`src/rtl/easyaxi_pkg.sv`:
```
// Shared constants and types for the EASYAXI read/write responders.
// Burst and response encodings follow AXI4; the pattern word seeds the synthetic read data.
package easyaxi_pkg;

    localparam logic [1:0] BURST_FIXED = 2'd0;
    localparam logic [1:0] BURST_INCR  = 2'd1;
    localparam logic [1:0] BURST_WRAP  = 2'd2;

    localparam logic [1:0] RESP_OKAY   = 2'd0;
    localparam logic [1:0] RESP_SLVERR = 2'd2;

    localparam logic [31:0] DATA_PATTERN = 32'hA5A5_0000;

    typedef enum logic [1:0] {
        IDLE  = 2'd0,
        WAIT  = 2'd1,
        BURST = 2'd2
    } state_t;

endpackage

```
`src/rtl/easyaxi_burst_addr.sv`:
```
// Combinational AXI4 next-beat address generator (FIXED / INCR / WRAP).
// Shared by the read and write responders.
module easyaxi_burst_addr
    import easyaxi_pkg::*;
#(
    parameter int ADDR_W = 16
) (
    input  logic [ADDR_W-1:0] i_addr,
    input  logic [ADDR_W-1:0] i_start,
    input  logic [7:0]        i_len,
    input  logic [2:0]        i_size,
    input  logic [1:0]        i_burst,
    output logic [ADDR_W-1:0] o_next_addr
);

    logic [ADDR_W-1:0] w_step;
    logic [ADDR_W-1:0] w_aligned;
    logic [ADDR_W-1:0] w_container;
    logic [ADDR_W-1:0] w_wrap_mask;

    assign w_step      = ADDR_W'(1) << i_size;
    assign w_aligned   = i_addr & ~(w_step - ADDR_W'(1));
    assign w_container = (ADDR_W'(i_len) + ADDR_W'(1)) << i_size;
    // Legal WRAP lengths make the container a power of two, so masking equals the modulo.
    assign w_wrap_mask = w_container - ADDR_W'(1);

    always_comb begin
        o_next_addr = w_aligned + w_step;
        case (i_burst)
            BURST_FIXED: o_next_addr = i_start;
            BURST_WRAP:  o_next_addr = (i_start & ~w_wrap_mask) | ((i_addr + w_step) & w_wrap_mask);
            default:     ;
        endcase
    end

endmodule

```
`src/rtl/easyaxi_rd_slv.sv`:
```
// AXI4 read responder: one burst at a time, fixed access latency, pattern-generated data.
// R outputs are registered and reloaded only on entry to BURST or on an R handshake.
module easyaxi_rd_slv
    import easyaxi_pkg::*;
#(
    parameter int ADDR_W    = 16,
    parameter int DATA_W    = 32,
    parameter int ID_W      = 4,
    parameter int MEM_BYTES = 1024,
    parameter int RD_LAT    = 2
) (
    input  logic              clk,
    input  logic              rst_n,
    input  logic              s_arvalid,
    output logic              s_arready,
    input  logic [ID_W-1:0]   s_arid,
    input  logic [ADDR_W-1:0] s_araddr,
    input  logic [7:0]        s_arlen,
    input  logic [2:0]        s_arsize,
    input  logic [1:0]        s_arburst,
    output logic              s_rvalid,
    input  logic              s_rready,
    output logic [ID_W-1:0]   s_rid,
    output logic [DATA_W-1:0] s_rdata,
    output logic [1:0]        s_rresp,
    output logic              s_rlast
);

    localparam int              LP_BYTES      = DATA_W / 8;
    localparam int              LP_BYTES_LOG2 = $clog2(LP_BYTES);
    localparam logic [ADDR_W:0] LP_MEM_END    = (ADDR_W+1)'(MEM_BYTES);
    localparam logic [3:0]      LP_LAT_LOAD   = (RD_LAT == 0) ? 4'd0 : 4'(RD_LAT - 1);

    function automatic logic f_burst_err(input logic [7:0] len, input logic [2:0] size,
                                         input logic [1:0] burst);
        logic bad_wrap_len;
        bad_wrap_len = !(len == 8'd1 || len == 8'd3 || len == 8'd7 || len == 8'd15);
        return (int'(size) > LP_BYTES_LOG2) || (burst == 2'd3) ||
               ((burst == BURST_WRAP) && bad_wrap_len);
    endfunction

    function automatic logic f_beat_bad(input logic [ADDR_W-1:0] a, input logic err);
        return err || ({1'b0, a} >= LP_MEM_END);
    endfunction

    function automatic logic [DATA_W-1:0] f_beat_data(input logic [ADDR_W-1:0] a, input logic bad);
        logic [ADDR_W-1:0] aligned;
        aligned = a & ~ADDR_W'(LP_BYTES - 1);
        return bad ? '0 : (DATA_W'(aligned) ^ {(DATA_W/32){DATA_PATTERN}});
    endfunction

    state_t            r_state;
    logic [ADDR_W-1:0] r_addr;
    logic [ADDR_W-1:0] r_start;
    logic [7:0]        r_len;
    logic [2:0]        r_size;
    logic [1:0]        r_burst;
    logic              r_err;
    logic [7:0]        r_cnt;
    logic [3:0]        r_lat;
    logic              r_arready;
    logic              r_rvalid;
    logic [ID_W-1:0]   r_rid;
    logic [DATA_W-1:0] r_rdata;
    logic [1:0]        r_rresp;
    logic              r_rlast;

    logic [ADDR_W-1:0] w_next_addr;
    logic [ADDR_W-1:0] w_ld_addr;
    logic              w_ld_err;
    logic              w_ld_last;
    logic              w_ld_bad;
    logic              w_ar_err;
    logic              w_ar_hs;
    logic              w_load;

    easyaxi_burst_addr #(
        .ADDR_W (ADDR_W)
    ) u_burst_addr (
        .i_addr      (r_addr),
        .i_start     (r_start),
        .i_len       (r_len),
        .i_size      (r_size),
        .i_burst     (r_burst),
        .o_next_addr (w_next_addr)
    );

    assign w_ar_err = f_burst_err(s_arlen, s_arsize, s_arburst);
    assign w_ar_hs  = (r_state == IDLE) && s_arvalid && r_arready;

    // Select the beat that gets loaded into the R registers this cycle.
    always_comb begin
        w_ld_addr = r_addr;
        w_ld_err  = r_err;
        w_ld_last = (r_len == 8'd0);
        case (r_state)
            IDLE: begin
                w_ld_addr = s_araddr;
                w_ld_err  = w_ar_err;
                w_ld_last = (s_arlen == 8'd0);
            end
            BURST: begin
                w_ld_addr = w_next_addr;
                w_ld_last = ((r_cnt + 8'd1) == r_len);
            end
            default: ;
        endcase
    end

    assign w_ld_bad = f_beat_bad(w_ld_addr, w_ld_err);
    assign w_load   = (w_ar_hs && (RD_LAT == 0)) ||
                      ((r_state == WAIT) && (r_lat == 4'd0)) ||
                      ((r_state == BURST) && s_rready && !r_rlast);

    always_ff @(posedge clk or negedge rst_n) begin
        if (!rst_n) begin
            r_state   <= IDLE;
            r_addr    <= '0;
            r_start   <= '0;
            r_len     <= '0;
            r_size    <= '0;
            r_burst   <= '0;
            r_err     <= 1'b0;
            r_cnt     <= '0;
            r_lat     <= '0;
            r_arready <= 1'b0;
            r_rvalid  <= 1'b0;
            r_rid     <= '0;
            r_rdata   <= '0;
            r_rresp   <= '0;
            r_rlast   <= 1'b0;
        end else begin
            case (r_state)
                IDLE: begin
                    r_arready <= 1'b1;
                    if (w_ar_hs) begin
                        r_addr    <= s_araddr;
                        r_start   <= s_araddr;
                        r_len     <= s_arlen;
                        r_size    <= s_arsize;
                        r_burst   <= s_arburst;
                        r_err     <= w_ar_err;
                        r_rid     <= s_arid;
                        r_cnt     <= '0;
                        r_lat     <= LP_LAT_LOAD;
                        r_arready <= 1'b0;
                        r_state   <= (RD_LAT == 0) ? BURST : WAIT;
                    end
                end
                WAIT: begin
                    if (r_lat == 4'd0) r_state <= BURST;
                    else               r_lat   <= r_lat - 4'd1;
                end
                BURST: begin
                    if (s_rready) begin
                        if (r_rlast) begin
                            r_state   <= IDLE;
                            r_rvalid  <= 1'b0;
                            r_rlast   <= 1'b0;
                            r_arready <= 1'b1;
                        end else begin
                            r_cnt <= r_cnt + 8'd1;
                        end
                    end
                end
                default: r_state <= IDLE;
            endcase
            if (w_load) begin
                r_addr   <= w_ld_addr;
                r_rvalid <= 1'b1;
                r_rdata  <= f_beat_data(w_ld_addr, w_ld_bad);
                r_rresp  <= w_ld_bad ? RESP_SLVERR : RESP_OKAY;
                r_rlast  <= w_ld_last;
            end
        end
    end

    assign s_arready = r_arready;
    assign s_rvalid  = r_rvalid;
    assign s_rid     = r_rid;
    assign s_rdata   = r_rdata;
    assign s_rresp   = r_rresp;
    assign s_rlast   = r_rlast;

endmodule

```
`config.mk`:
```
export PLATFORM = sky130hd
export DESIGN_NAME = easyaxi_rd_slv
export DESIGN_NICKNAME = d
export VERILOG_FILES = /design/src/rtl/easyaxi_pkg.sv /design/src/rtl/easyaxi_burst_addr.sv /design/src/rtl/easyaxi_rd_slv.sv
export SDC_FILE = /design/constraint.sdc
export NUM_CORES = 1
export LEC_CHECK = 0
export CORE_MARGIN = 1.5
export CORE_UTILIZATION = 55
export DETAILED_ROUTE_END_ITERATION = 8
export HOLD_SLACK_MARGIN = 0.08
export PLACE_DENSITY_LB_ADDON = 0.05
export RECOVER_POWER = 50
export SETUP_SLACK_MARGIN = 0.02
export SKIP_LAST_GASP = 1
export SYNTH_ARGS = -nofsm -noshare
export SYNTH_HDL_FRONTEND = slang
export SYNTH_SLANG_ARGS = --single-unit
```
`constraint.sdc`:
```
create_clock -name clk -period 11 [get_ports clk]
set_clock_uncertainty 0.05 [all_clocks]
set_input_delay 1.65 -clock clk [delete_from_list [all_inputs] [get_ports clk]]
set_output_delay 1.65 -clock clk [all_outputs]
set_load 0.03 [all_outputs]
```
==> results of run 1 <==
-- critical path, stage by stage (launching register included) --
cell,delay (ns)
dfrtp_1,1.02
clkinv_1,0.52
nand2_1,0.27
nor2_1,0.10
ha_1,0.30
or2_2,0.33
a32o_1,0.28
a211o_1,0.34
and4_1,0.21
o31ai_1,0.41
o21ai_0,0.19
a211oi_1,0.33
nor2_1,0.07
or3_1,0.36
nor4b_4,0.64
a22o_1,0.24
-- state kept, by name, indices dropped and copies added, names as in the netlist, 2 cells and up --
signal	flops
r_addr	16
r_burst	2
r_cnt	8
r_lat	4
r_len	8
r_size	3
r_start	16
r_state	2
s_rdata	15
s_rid	4
-- cells in the mapped netlist (6+ instances only) --
library cell	n
mux2i_1	9
or3_1	7
nand2_1	165
nand2b_1	15
xor2_1	14
o21ai_0	53
a31oi_1	14
xnor2_1	28
nand4_1	8
nor3_1	22
buf_2	9
nor4_1	11
nor2b_1	13
a22oi_1	7
and2_1	8
dfrtp_1	83
nand3_1	20
a21oi_1	34
buf_4	22
a22o_1	11
a31o_2	6
o211ai_1	9
nor2_1	72
and3_1	18
nor3b_1	6
clkbuf_1	31
inv_1	24
a221o_1	9
buf_1	9
a211oi_1	7
ha_1	19
-- metrics by stage --
step           hold slack [ns]  worst slack, ns
2_1_floorplan            0.388             6.54
3_3_place_gp             0.409             5.62
3_5_place_dp             0.416             5.39
4_1_cts                  0.431             5.38
5_1_grt                  0.462             4.56
6_report                 0.427             5.26
-- worst paths after layout --
kind / end / slack [ns] / depth (start not counted)
setup / recovery: s_rdata[5] / 5.26 / 15
hold / removal: r_start[5] / 0.43 / 2
setup reg to reg: s_rdata[5] / 5.26 / 15
hold reg to reg: r_start[5] / 0.43 / 2
max in group asynchronous: r_addr[6] / 5.51 / 1
min in group asynchronous: r_size[2] / 2.83 / 1
-- metal layers --
layer,vias up,track usage [%],share of wire [%]
li1,3128,-,-
met1,3197,44.1,45
met2,261,51.6,45
met3,55,6.96,6.3
met4,0,12.8,3.1
met5,-,0,0
-- area by class of cell --
class / count / share of cell area (%)
Tap cell: 147 / 2.43
Sequential cell: 83 / 27.5
Timing Repair Buffer: 75 / 9.54
Clock buffer: 13 / 3.44
Clock inverter: 3 / 0.281
Multi-Input combinational cell: 697 / 55.6
Inverter: 25 / 1.24
-- logic make-up (layout without fill, tap and decap cells) --
| group | Yosys count | in the layout | synth area share (%) |
|---|---|---|---|
| AO/OA/AOI/OAI | 219 | 219 | 22.7 |
| XOR/XNOR | 42 | 42 | 5.49 |
| adder cells (fa/ha/maj) | 20 | 20 | 3.85 |
| buffers and inverters | 96 | 116 | 6.78 |
| flip-flops | 83 | 83 | 31.0 |
| multiplexers | 15 | 15 | 2.35 |
| other | 1 | 11 | 0.0560 |
| AND/OR/NAND/NOR | 390 | 390 | 27.7 |
-- power by group through the flow --
stage               Clock, mW  Combinational [mW]  Sequential, mW
floorplan                   0                1.10           0.521
global placement            0                1.38           0.582
detailed placement          0                1.41           0.589
CTS                     0.298                1.43           0.583
global route            0.309                1.60           0.606
finish                  0.295                1.45           0.590
==> flow_summary.yaml, run 1 <==
cells_and_area:
  fillerInstances: 1077
  final_core_util_pct: 63.2
  syn2layout_area_growth_pct: 12.9
  antenna_cells: 0
  layout-drive-gt1-share_pct: 4.80
  multiInputGateArea_um2: 4210
  final_cell_mix: "nand2_1 (165), dfrtp_1 (83), nor2_1 (72)"
  layout_commonest_cell: "nand2_1"
  final_cells: 1043
  ff_latch_area_um2: 2080
  nets: 948
  final_cell_area_um2: 7560
floorplanning:
  start_util_pct: 56.0
  die_x_um: 113
  die_h_um: 113
  num_io_pins: 78
  rows: 40
  core_area_um2: 12000
  dieArea_um2: 12900
cts:
  hold_buffers: 0
  clk_pin_slew_ns: 0.06
  insertion_delay_ns: 0.35
  clock_path_buffers: 2
  cts_tree: "yes"
  cts_setup_buffers: 0
  htreeDepth: 3
  cts-root-buf: "clkbuf_16"
  cts_made_buffers: 9
  cts_sinks: 83
  cts_resized: 0
critical_path:
  cp-start-kind: "flip-flop"
  r2r-start: "r_size[2]"
  cp-startpoint: "r_size[2]"
  cp_max_fo: 35
  cp.required_ns: 11.22
  crit_type: "reg2reg"
  worst-endpoint-arrival_ns: 5.96
  cp-end-kind: "flip-flop"
synth:
  synth_edf_count: 0
  syn-instance-count: 866
  synth_top_area_share_pct: 31.0
  synth_ff_type: "dfrtp_1"
  ys_warn_count: 0
  synth_area_leaders: "dfrtp_1 (31%), nand2_1 (9.2%), nor2_1 (4.0%), o21ai_0 (4.0%), xnor2_1 (3.7%)"
  ys_seq_elements: 83
  syn_area_um2: 6700
  synth.distinct_cells: 71
  syn_avg_cell_area_um2: 7.74
  yosysTopAreaCell: "dfrtp_1"
  async_flop_share_pct: 100
  yosysSeqAreaShare_pct: 31.0
drt:
  antenna_left: 0
  drc: 0
  wl_mm: 20.3
  vias_per_cell: 6.37
  drt_iter0_drc: 625
  num_vias: 6641
  wire_per_inst_um: 19.5
  first_pass_iters: 5
job:
  cap_viol_max_count: 1
sta:
  maxSlewViolCount: 84
  grt_setup_unrepaired: "false"
  hold_viol: 0
  tightestPinTransition_ns: 4.50
  period_needed_ns: 5.74
  max_freq_mhz: 174
  slew-limit-headroom_pct: -200
  period_share_pct: 52.2
  setup_viol: 0
  finalSetupTns_ns: 0
global_routing:
  grt_start_max_net_pins: 84
  antenna_found_initial: 0
  grt_pass1_vias: 6474
  grt_pass1_wl_mm: 33.3
  track_usage_pct: 32.7
  grt_overflow: 0
power:
  p_leak_nw: 3.30
  p_int_mw: 1.13
  finalPower_mw: 2.34
  p_seq_share_pct: 25.3
  ir_drop_mv: 0.212
  power_frac_comb_pct: 62.1
  power_per_cell_area_nw_per_um2: 309
  swShare_pct: 51.5
  pwr-share-clk_pct: 12.6
  p_switching_mw: 1.20
placement:
  place_inst: 1027
  portBuffers: 66
  gp_congestion: 0.951
  dpl.hpwl_mm: 15.0
  postPlaceCellArea_um2: 7290
outcome:
  violations: "capacitance limit, slew limit"
  status: "complete, but fails checks"
min_path:
  hold_path_class: "reg2reg"
  hold_start: "r_start[5]"
Note: power is estimated with default switching activity, not from simulation.
==> run 2: changes to the inputs <==
==> constraint.sdc (replaced) <==
create_clock -name clk -period 5.8 [get_ports clk]
set_clock_uncertainty 0.05 [all_clocks]
set_input_delay 0.87 -clock clk [delete_from_list [all_inputs] [get_ports clk]]
set_output_delay 0.87 -clock clk [all_outputs]
set_load 0.03 [all_outputs]
==> flow_summary.yaml, run 2 (same netlist as run 1, synthesis figures left out) <==
floorplanning:
  core_area_um2: 12000
  rows: 40
  die_h_um: 113
  die_x_um: 113
  start_util_pct: 56.0
  dieArea_um2: 12900
  num_io_pins: 78
placement:
  place_inst: 1028
  portBuffers: 66
  dpl.hpwl_mm: 14.3
  postPlaceCellArea_um2: 7300
  gp_congestion: 0.974
  post-place-ws_ns: 0.911
critical_path:
  path_cells: "clkinv_1, nand2_1, nor2_1, ha_1, or2_2, a32o_1, a211o_1, and4_1, o31ai_1, o21ai_0, a211oi_1, nor2_1, or3_1, nor4b_4, a22o_1"
  cp.required_ns: 6.04
  reg2regPathDepth: 15
  critPathSlowestCell: "nor4b_4"
  crit_type: "reg2reg"
  cp-end-kind: "flip-flop"
  cp-start-kind: "flip-flop"
  r2r_setup_slack_ns: 0.75
  critPathMaxStageDelay_ns: 0.62
  r2r_end: "s_rdata[2]"
  worst-endpoint-arrival_ns: 5.29
  cp_max_fo: 15
  cp_common_cell: "nor2_1"
  r2r-start: "r_size[2]"
sta:
  setup_viol: 0
  grt_setup_unrepaired: "false"
  holdWs_ns: 0.425
  finalSetupTns_ns: 0
  slew-limit-headroom_pct: -39.4
  period_share_pct: 87.1
  period_needed_ns: 5.05
  hold_viol: 0
  max_freq_mhz: 198
  worst_slack_ns: 0.747
  maxSlewViolCount: 84
  tightestPinTransition_ns: 2.09
drt:
  antenna_left: 0
  drc: 0
  wl_mm: 19.7
  wire_per_inst_um: 18.9
  num_vias: 6678
  first_pass_iters: 6
  drt_iter0_drc: 674
  vias_per_cell: 6.40
global_routing:
  antenna_found_initial: 0
  grt_pass1_wl_mm: 32.1
  grt_pass1_vias: 6369
  track_usage_pct: 31.5
  grt_overflow: 0
  grt_start_max_net_pins: 84
cells_and_area:
  final_core_util_pct: 63.2
  syn2layout_area_growth_pct: 12.9
  final_cell_mix: "nand2_1 (165), dfrtp_1 (83), nor2_1 (72)"
  final_cells: 1044
  nets: 949
  final_cell_area_um2: 7560
  antenna_cells: 0
  fillerInstances: 1056
  layout_commonest_cell: "nand2_1"
  layout-drive-gt1-share_pct: 5.02
min_path:
  min_to: "r_start[0]"
  hold_depth: 2
  hold_path_class: "reg2reg"
  hold_start: "r_start[0]"
outcome:
  status: "complete, but fails checks"
  violations: "capacitance limit, slew limit"
power:
  ir_drop_mv: 0.302
  power_per_cell_area_nw_per_um2: 581
  p_leak_nw: 3.30
  finalPower_mw: 4.39
cts:
  clk_pin_slew_ns: 0.06
  htreeDepth: 3
  cts_setup_buffers: 0
  clock_path_buffers: 2
  cts_sinks: 83
  cts_resized: 0
  hold_buffers: 0
  cts_made_buffers: 9
  cts_tree: "yes"
  insertion_delay_ns: 0.35
  cts-root-buf: "clkbuf_16"
job:
  cap_viol_max_count: 1
[run 2: critical path, delay by kind of cell, from the launching register on]
family / cells / cell delay [ns]
AND/OR/NAND/NOR: 7 / 1.94
AO/OA/AOI/OAI: 6 / 1.73
flip-flops: 1 / 0.61
buffers and inverters: 1 / 0.37
adder cells (fa/ha/maj): 1 / 0.30
[run 2: area by class of cell]
cell class	instances	area (um^2)	share of cell area (%)
Inverter	25	93.8	1.24
Tap cell	147	184	2.43
Timing Repair Buffer	76	723	9.56
Sequential cell	83	2080	27.5
Clock inverter	6	41.3	0.546
Multi-Input combinational cell	697	4210	55.6
Clock buffer	10	239	3.16
[run 2: where the power goes]
| group | internal, mW | switching [mW] |
|---|---|---|
| combinational | 1.05 | 1.67 |
| sequential | 0.786 | 0.344 |
| clock | 0.301 | 0.244 |
| total | 2.13 | 2.26 |
[run 2: worst max-delay path by stage]
stage | from | endpoint | slack (ns) | depth (start not counted)
after global placement | r_size[2] | s_rdata[29] | 1.06 | 15
final | r_size[2] | s_rdata[2] | 0.75 | 15
after global routing | r_size[0] | s_rdata[29] | 0.40 | 15
after detailed placement | r_size[2] | s_rresp[1] | 0.91 | 15
after floorplan | r_size[2] | s_rdata[29] | 1.34 | 16
after CTS | r_size[2] | s_rdata[2] | 0.88 | 15
[run 2: metal layers]
metal  part of all wire [%]  global-route usage [%]  up-vias
met4                    2.2                    10.8        0
met2                     46                    49.9      344
met3                    8.4                    6.70       53
li1                       -                       -     3138
met1                     44                    43.1     3143
met5                      0                       0        -
